[src/rtl/tail_light_input_controller.sv]
// Tail-light front end: synchronizes and debounces the driver switches, arbitrates turn requests,
// auto-cancels long turns, and presents request levels that only move on step boundaries.
module tail_light_input_controller #(
  parameter int TICK_DIV     = 4,
  parameter int DEB_LEN      = 3,
  parameter int CANCEL_STEPS = 12
) (
  input  logic clk,
  input  logic reset,
  input  logic brake_sw,
  input  logic hazard_sw,
  input  logic left_sw,
  input  logic right_sw,
  output logic brake,
  output logic hazard,
  output logic left,
  output logic right,
  output logic step,
  output logic turn_active
);

  localparam int PW = $clog2(TICK_DIV);
  localparam int DW = (DEB_LEN > 1) ? $clog2(DEB_LEN) : 1;
  localparam int CW = (CANCEL_STEPS > 0) ? $clog2(CANCEL_STEPS + 1) : 1;

  localparam int SW_BRAKE  = 0;
  localparam int SW_HAZARD = 1;
  localparam int SW_LEFT   = 2;
  localparam int SW_RIGHT  = 3;

  typedef enum logic [1:0] {
    ST_NONE,
    ST_LEFT,
    ST_RIGHT,
    ST_LOCKOUT
  } turn_state_e;

  logic [3:0]          raw;
  logic [3:0]          sync1, sync2;
  logic [3:0]          deb, deb_q;
  logic [3:0][DW-1:0]  dcnt;
  logic [PW-1:0]       pcnt;
  logic [CW-1:0]       ccnt_q, ccnt_d;
  turn_state_e         state_q, state_d;
  logic                rise_l, rise_r, fall_l, fall_r;

  assign raw = {right_sw, left_sw, hazard_sw, brake_sw};

  // Each switch must disagree with its debounced level for DEB_LEN straight clocks to flip it.
  // NOTE: the small per-switch counter array is reset with everything else; it is a handful of
  // flops, not a RAM, and an unreset count could fire a spurious update right after reset.
  always_ff @(posedge clk) begin
    if (reset) begin
      sync1 <= '0;
      sync2 <= '0;
      deb   <= '0;
      deb_q <= '0;
      dcnt  <= '0;
    end else begin
      // NOTE: non-blocking assignments let every flop sample pre-edge values, which is what
      // makes sync1 -> sync2 a real two-stage synchronizer rather than a wire.
      sync1 <= raw;
      sync2 <= sync1;
      deb_q <= deb;
      for (int i = 0; i < 4; i++) begin
        if (sync2[i] == deb[i]) begin
          dcnt[i] <= '0;
        end else if (dcnt[i] == DW'(DEB_LEN - 1)) begin
          deb[i]  <= sync2[i];
          dcnt[i] <= '0;
        end else begin
          dcnt[i] <= dcnt[i] + 1'b1;
        end
      end
    end
  end

  assign rise_l = deb[SW_LEFT] & ~deb_q[SW_LEFT];
  assign rise_r = deb[SW_RIGHT] & ~deb_q[SW_RIGHT];
  assign fall_l = ~deb[SW_LEFT] & deb_q[SW_LEFT];
  assign fall_r = ~deb[SW_RIGHT] & deb_q[SW_RIGHT];

  always_ff @(posedge clk) begin
    if (reset) begin
      pcnt <= '0;
    end else if (pcnt == PW'(TICK_DIV - 1)) begin
      pcnt <= '0;
    end else begin
      pcnt <= pcnt + 1'b1;
    end
  end

  assign step        = (pcnt == PW'(TICK_DIV - 1));
  assign turn_active = (state_q == ST_LEFT) || (state_q == ST_RIGHT);

  always_ff @(posedge clk) begin
    if (reset) begin
      state_q <= ST_NONE;
      ccnt_q  <= '0;
    end else begin
      state_q <= state_d;
      ccnt_q  <= ccnt_d;
    end
  end

  // Switch edges outrank auto-cancel; simultaneous rising edges cancel each other out.
  always_comb begin
    // NOTE: defaults first so every path assigns both signals and no latch is inferred.
    state_d = state_q;
    ccnt_d  = ccnt_q;
    if (rise_l && !rise_r) begin
      state_d = ST_LEFT;
      ccnt_d  = '0;
    end else if (rise_r && !rise_l) begin
      state_d = ST_RIGHT;
      ccnt_d  = '0;
    end else if (rise_l && rise_r) begin
      state_d = state_q;
    end else if ((state_q == ST_LEFT && fall_l) || (state_q == ST_RIGHT && fall_r)) begin
      state_d = ST_NONE;
    end else if (state_q == ST_LOCKOUT && !deb[SW_LEFT] && !deb[SW_RIGHT]) begin
      state_d = ST_NONE;
    end else if (CANCEL_STEPS > 0 && turn_active && step && !deb[SW_HAZARD]) begin
      if (ccnt_q == CW'(CANCEL_STEPS - 1)) begin
        state_d = ST_LOCKOUT;
      end else begin
        ccnt_d = ccnt_q + 1'b1;
      end
    end
  end

  // Outputs move only on step so the sequencer never sees a change mid-pattern.
  always_ff @(posedge clk) begin
    if (reset) begin
      brake  <= 1'b0;
      hazard <= 1'b0;
      left   <= 1'b0;
      right  <= 1'b0;
    end else if (step) begin
      brake  <= deb[SW_BRAKE];
      hazard <= deb[SW_HAZARD];
      left   <= !deb[SW_HAZARD] && (state_q == ST_LEFT);
      right  <= !deb[SW_HAZARD] && (state_q == ST_RIGHT);
    end
  end

endmodule
[config.mk]
export PLATFORM = sky130hd
export DESIGN_NAME = tail_light_input_controller
export DESIGN_NICKNAME = d
export VERILOG_FILES = /design/src/rtl/tail_light_input_controller.sv
export SDC_FILE = /design/constraint.sdc
export NUM_CORES = 1
export LEC_CHECK = 0
export BUFFER_PORTS_ARGS = -buffer_cell sky130_fd_sc_hd__buf_2
export CAP_MARGIN = 20
export CORE_AREA = 2 2 67 69
export CTS_CLUSTER_DIAMETER = 30
export DETAILED_ROUTE_END_ITERATION = 16
export DIE_AREA = 0 0 69 71
export PLACE_DENSITY = 0.54
export RECOVER_POWER = 100
export SLEW_MARGIN = 20
export SYNTH_ARGS = -nofsm -noshare
export SYNTH_HDL_FRONTEND = slang
export SYNTH_SLANG_ARGS = --single-unit
[constraint.sdc]
create_clock -name clk -period 5.3 [get_ports clk]
set_input_delay 0.265 -clock clk [delete_from_list [all_inputs] [get_ports clk]]
set_output_delay 0.265 -clock clk [all_outputs]
set_load 0.02 [all_outputs]
==> key figures, run 1 <==
Synthesis
  – Mapped Avg Cell Area: 9.99 sq um
  – Synth area leader: dfxtp_1
  – Flops & latches, synth: 34
  – Synth area leaders: dfxtp_1 48%, ha_1 11%, nor2b_1 5.7%
  – Netlist cell types: 29
  – Cell area after synthesis: 1420 sq um
  – Seq/Total Area, Yosys: 48.0%
  – Synth Warn #: 0
  – Cells after Synth: 142
  – Syn Nets: 160
  – Post-synth top area share: 48.0%

Clocking
  – CTS H-tree lvls: 2
  – Setup bufs post-CTS: 0
  – TritonCTS buffer count: 5
  – Resize count post-CTS: 0
  – Root Driver: clkbuf_8
  – Skew-Pair Late Insertion Delay: 0.28 ns
  – Hold buffers post-CTS: 0
  – CTS Buffer Depth: 2
  – CTS sink cnt: 34
  – Clk pin slew, worst setup/hold paths: 0.07 ns
  – CTS tree: done

STA
  – FMAX: between 400 and 500 MHz
  – Worst slew pin tran: 1.11 ns
  – Slew headroom: 25.9%
  – Unrepaired setup endpoints after global routing: false
  – Skew final: around 0.0035 ns
  – Period utilisation layout: a little over two fifths
  – Final TNS setup: 0 ns
  – Period minus WS final: 2.29 ns
  – Setup ws final: between 3 and 4 ns
  – Count of final setup violators: 0
  – Final-report hold violation count: 0
  – Final count of pins violating max slew: 0

Critical path
  – Critical Path AT: 2.50 ns
  – Slowest CP cell: nor4b_1
  – CP delay by family, top: simple AND/OR/NAND/NOR gates
  – WP data required: 5.51 ns
  – Worst path bufs/invs: 1
  – Maximum fanout along the worst path: 4
  – Critical path startpoint category: flip-flop
  – Nature of the critical path endpoint: flip-flop
  – Cells along the critical path: inv_1 -> ha_1 -> nor4b_1 -> nand3_1 -> or4_1 -> a21boi_0
  – Setup Crit Path Kind: flip-flop to flip-flop
  – Crit path largest cell delay: 0.61 ns

Cells and area
  – Final nets: 174
  – Layout cells sized above 1: 9.55%
  – Fillcell total: 426
  – ANT cells: 0
  – Synth-to-Final Area Change: 12.5%

Die
  – Core Footprint: 4200 sq um
  – Starting density of the core: 33.8%
  – Number of placement rows: 24
  – Chip width: between 60 and 70 um
  – Die H: 71 um
  – Boundary Pins: 12
  – Die area: roughly 4900 sq um

Power and ir drop
  – Power per cell area: 300 nW/um^2
  – Worst VDD drop: around 0.15 mV
  – Leakage Power: 0.618 nW

Detailed routing
  – Post-route antenna net violation count: 0
  – Drt first-iter violations: between 60 and 70
  – Total number of vias: about 1000
  – DRT Pass-1 Iters: 4
  – Final wirelength: between 2000 and 2500 um
  – Drt wl/cell: 11.7 um
  – # DRC: 0
  – Routed vias/inst: 4.78

Place
  – HPWL Detailed: 1780 um
  – IO buf count: 11
  – Gpl congestion: 0.659
  – Pre-CTS WS: roughly 3.3 ns

GRT
  – Gr usage total: 11.2%
  – Initial antenna violation count: 0
  – Met1 Use GR: between 10 and 15%
  – Vias in the first global route: 988
  – Largest net degree at the start of global routing: 28
  – Met3 usage: 4.27%
  – Grt peak-use layer: met2
  – Grt total ovfl: 0
  – Met2 GRT Util: a little under a fifth
  – Global-route wire length before repair: between 4000 and 5000 um

Worst hold path
  – Min-Delay Path Class: input port to flip-flop

Flow run
  – Max Cap Viol: 0

Outcome
  – Status: finished clean
-- path summary, 6_finish.rpt --
kind         startpoint         to  slack (ns)  cells after the start
min reg2reg     dcnt[0]    dcnt[0]        0.41                      1
max reg2reg  state_q[0]  ccnt_q[2]        3.01                      6
max          state_q[0]  ccnt_q[2]        3.01                      6
min           hazard_sw   sync1[1]        0.18                      2
-- placed cells by master, fill, tap and decap left out, types with 2 or more instances in the layout --
master / netlist / routed
a21boi_0: 0 / 2
a21oi_1: 4 / 4
buf_2: 0 / 4
clkbuf_1: 3 / 7
clkbuf_8: 0 / 6
dfxtp_1: 34 / 34
ha_1: 12 / 12
inv_1: 10 / 10
mux2i_1: 7 / 7
nand2_1: 4 / 4
nand2b_1: 3 / 3
nor2_1: 19 / 19
nor2b_1: 13 / 13
nor3_1: 3 / 3
o311a_1: 3 / 3
o31ai_1: 2 / 2
or3_1: 4 / 4
or4_1: 3 / 3
xnor2_1: 4 / 4
-- where the power goes --
group	internal (mW)	switching, mW	leakage (nW)
sequential	0.261	0.00228	0.276
clock	0.104	0.0929	0.0472
combinational	0.00808	0.00942	0.294
total	0.374	0.105	0.618
-- layer usage --
metal	up-vias	share of wire (%)
met5	-	0
met4	0	2.3
met3	6	5.3
met2	23	47
met1	460	45
li1	510	-
-- per-stage QoR --
step / util [%] / hold WS, ns / area [sq um] / instances / power, mW
6_report: 38.0 / 0.183 / 1600 / 209 / 0.478
5_1_grt: 38.0 / 0.202 / 1600 / 209 / 0.502
4_1_cts: 38.4 / 0.174 / 1620 / 209 / 0.488
3_5_place_dp: 36.2 / 0.404 / 1520 / 201 / 0.288
3_3_place_gp: 36.2 / 0.398 / 1520 / 201 / 0.286
2_1_floorplan: - / 0.391 / 1420 / 142 / 0.283
-- cell usage after synthesis --
cell and count:
nor2b_1 13, mux2i_1 7, a21oi_1 4, nand4_1 1
buf_4 1, nand3_1 1, dfxtp_1 34, a211oi_1 1
or4_1 3, nor4b_2 1, nor3b_1 1, a21boi_1 2
nor3_1 3, clkbuf_1 3, nor2_1 19, o311a_1 3
inv_1 10, or4b_4 1, o31ai_1 2, nand2_1 4
ha_1 12, a31o_2 1, nand3b_1 1, and2b_2 1
o221ai_1 1, xnor2_1 4, o21ai_2 1, nand2b_1 3
or3_1 4
-- registers in the layout, indices dropped and copies added, names as in the netlist --
| signal | count |
|---|---|
| sync1 | 4 |
| brake | 1 |
| hazard | 1 |
| left | 1 |
| ccnt_q | 4 |
| pcnt | 2 |
| deb_q | 2 |
| deb | 4 |
| right | 1 |
| state_q | 2 |
| sync2 | 4 |
| dcnt | 8 |
-- cell type report --
class / count / area, sq um / share of cell area [%]
inverters: 10 / 37.5 / 2.35
flip-flops and latches: 34 / 681 / 42.6
multi-input cells: 94 / 672 / 42.1
repair buffers: 11 / 46.3 / 2.90
well taps: 52 / 65.1 / 4.08
clock inverters: 2 / 12.5 / 0.784
clock buffers: 6 / 82.6 / 5.17
-- kinds of logic (layout without fill, tap and decap cells) --
logic type      Yosys count  count (layout)  share of synthesized area (%)
xor+xnor                  4               4                           2.47
simple gates             56              56                           22.0
compound gates           15              15                           8.02
flops                    34              34                           48.0
mux                       7               7                           4.94
fa+ha+maj                12              12                           10.6
buf+inv                  14              29                           3.97
No activity file was read; power rests on OpenSTA's default activity.
==> inputs of run 2 (changes only) <==
==> constraint.sdc (replaced) <==
create_clock -name clk -period 2.21 [get_ports clk]
set_input_delay 0.1105 -clock clk [delete_from_list [all_inputs] [get_ports clk]]
set_output_delay 0.1105 -clock clk [all_outputs]
set_load 0.02 [all_outputs]
==> key figures, run 2 (synthesis gave the netlist of run 1 again) <==
Outcome
  – Status: finished clean

Place
  – Gpl congestion: 0.640 (-2.9%)
  – HPWL Detailed: 1860 um (+4.3%)
  – IO buf count: 11 (unchanged)

Die
  – Die H: 71 um (unchanged)
  – Core Footprint: 4200 sq um (unchanged)
  – Die area: 4900 sq um (unchanged)
  – Number of placement rows: 24 (unchanged)
  – Boundary Pins: 12 (unchanged)
  – Starting density of the core: 33.8% (unchanged)
  – Chip width: 69 um (unchanged)

Clocking
  – Skew-Pair Late Insertion Delay: 0.28 ns (about the same)
  – CTS sink cnt: 34 (unchanged)
  – CTS Buffer Depth: 2 (unchanged)
  – CTS H-tree lvls: 2 (unchanged)
  – Setup bufs post-CTS: 0 (unchanged)
  – CTS tree: done
  – Clk pin slew, worst setup/hold paths: 0.07 ns (about the same)
  – TritonCTS buffer count: 5 (unchanged)
  – Root Driver: clkbuf_8
  – Resize count post-CTS: 0 (unchanged)
  – Hold buffers post-CTS: 0 (unchanged)

Cells and area
  – Most frequent cells in the layout: 34 x dfxtp_1, 19 x nor2_1, 13 x nor2b_1, 12 x ha_1, 10 x inv_1
  – Most common cell after layout, fill and taps aside: dfxtp_1
  – Final nets: 176 (+1.1%)
  – Number of flip-flops in the largest register: 8 (unchanged)
  – ANT cells: 0 (unchanged)
  – Fillcell total: 433 (+1.6%)
  – Largest Register: dcnt
  – Synth-to-Final Area Change: 14.8%
  – Layout cells sized above 1: 10.1% (+0.51 points)

STA
  – Period utilisation layout: 94.2% (+51 points)
  – Final count of pins violating max slew: 0 (unchanged)
  – Unrepaired setup endpoints after global routing: false
  – Worst slew pin tran: 1.08 ns (-0.0331 ns)
  – Count of final setup violators: 0 (unchanged)
  – Period minus WS final: 2.08 ns (-0.210 ns)
  – FMAX: 480 MHz (+10%)
  – Final-report hold violation count: 0 (unchanged)
  – Slew headroom: 28.1% (+2.2 points)
  – Final TNS setup: 0 ns (unchanged)
  – Skew final: 0.00371 ns (+0.000186 ns)

Detailed routing
  – # DRC: 0 (unchanged)
  – Final wirelength: 2510 um (+2.7%)
  – Routed vias/inst: 4.81 (+0.54%)
  – DRT Pass-1 Iters: 4 (unchanged)
  – Post-route antenna net violation count: 0 (unchanged)
  – Drt first-iter violations: 22 (-65%)
  – Drt wl/cell: 11.9 um (+1.8%)
  – Total number of vias: 1014 (+1.5%)

Worst hold path
  – Min-delay src: hazard_sw
  – Hold path cells: 2 (unchanged)
  – Worst Hold Path EP: sync1[1]
  – Min-Delay Path Class: input port to flip-flop

GRT
  – Grt total ovfl: 0 (unchanged)
  – Vias in the first global route: 978 (-1.0%)
  – Gr usage total: 11.3% (+0.19 points)
  – Global-route wire length before repair: 4240 um (+0.81%)
  – Initial antenna violation count: 0 (unchanged)
  – Largest net degree at the start of global routing: 27 (-3.6%)

Critical path
  – Reg2Reg Setup Slack: 0.13 ns (-2.88 ns)
  – Maximum fanout along the worst path: 4 (unchanged)
  – Worst r2r src: state_q[0]
  – Nature of the critical path endpoint: flip-flop
  – Worst R2R End: state_q[0]
  – Critical path startpoint category: flip-flop
  – Setup Crit Path Kind: flip-flop to flip-flop
  – WP data required: 2.38 ns (-3.13 ns)
  – R2R depth: 6 (unchanged)
  – Critical Path AT: 2.25 ns (-0.25 ns)

Flow run
  – Max Cap Viol: 0 (unchanged)

Power and ir drop
  – Total power: 1.24 mW (+160%)
  – Power per cell area: 761 nW/um^2 (+150%)
  – Leakage Power: 0.624 nW (+0.94%)
  – Worst VDD drop: 0.346 mV (+130%)
run 2: cell types whose count changed in the layout (fill, tap and decap cells not counted), sizes merged:
| cell | previous run | this run |
|---|---|---|
| clkinv | 1 | 0 |
| clkbuf | 13 | 14 |
| bufinv | 0 | 1 |
| clkinvlp | 1 | 2 |
run 2: cell type report:
type,instances,area (sq um),area share [%]
inverter,10,37.5,2.30
clock inverter,3,45.0,2.76
timing repair buffer,13,53.8,3.30
multi-input combinational,94,678,41.6
tap,52,65.1,3.99
clock buffer,5,68.8,4.22
sequential,34,681,41.8
run 2: worst max-delay path by stage:
| stage | endpoint | cells past startpoint | start |
|---|---|---|---|
| CTS | ccnt_q[3] | 6 | state_q[0] |
| global placement | state_q[0] | 7 | deb[2] |
| detailed placement | ccnt_q[3] | 6 | state_q[0] |
| global route | state_q[0] | 7 | deb[2] |
| floorplan | state_q[0] | 6 | pcnt[0] |
| finish | state_q[0] | 6 | state_q[0] |
run 2: stage by stage:
step | setup slack [ns] | util (%) | hold WS [ns] | instance area, sq um | instances
after global placement | 0.333 | 36.5 | 0.324 | 1540 | 203
after detailed placement | 0.151 | 36.5 | 0.322 | 1540 | 203
final | 0.129 | 38.8 | 0.0295 | 1630 | 211
after CTS | 0.139 | 39.2 | 0.0142 | 1650 | 211
after global routing | 0.0582 | 38.8 | 0.0125 | 1630 | 211
after floorplan | 0.359 | - | 0.239 | 1420 | 142
run 2: metal layers:
layer	routed length [um]	share of wire, %	track usage (%)	up-vias
met5	0	0	0	-
met4	78	3.1	6.54	0
met3	130	5.2	5.70	11
met2	1160	46	18.6	20
met1	1140	46	11.8	470
li1	-	-	-	513
run 2: worst max-delay path: stages, from the launching register on:
cell	delay, ns
dfxtp_1	0.37
inv_1	0.07
ha_1	0.35
or4b_4	0.54
o21ai_1	0.20
a211oi_1	0.11
o311a_1	0.32
run 2: power by group:
part | total, mW | leakage [nW] | switching, mW | internal [mW]
Sequential | 0.632 | 0.276 | 0.00558 | 0.627
Clock | 0.565 | 0.0504 | 0.230 | 0.335
Combinational | 0.0431 | 0.297 | 0.0231 | 0.0200
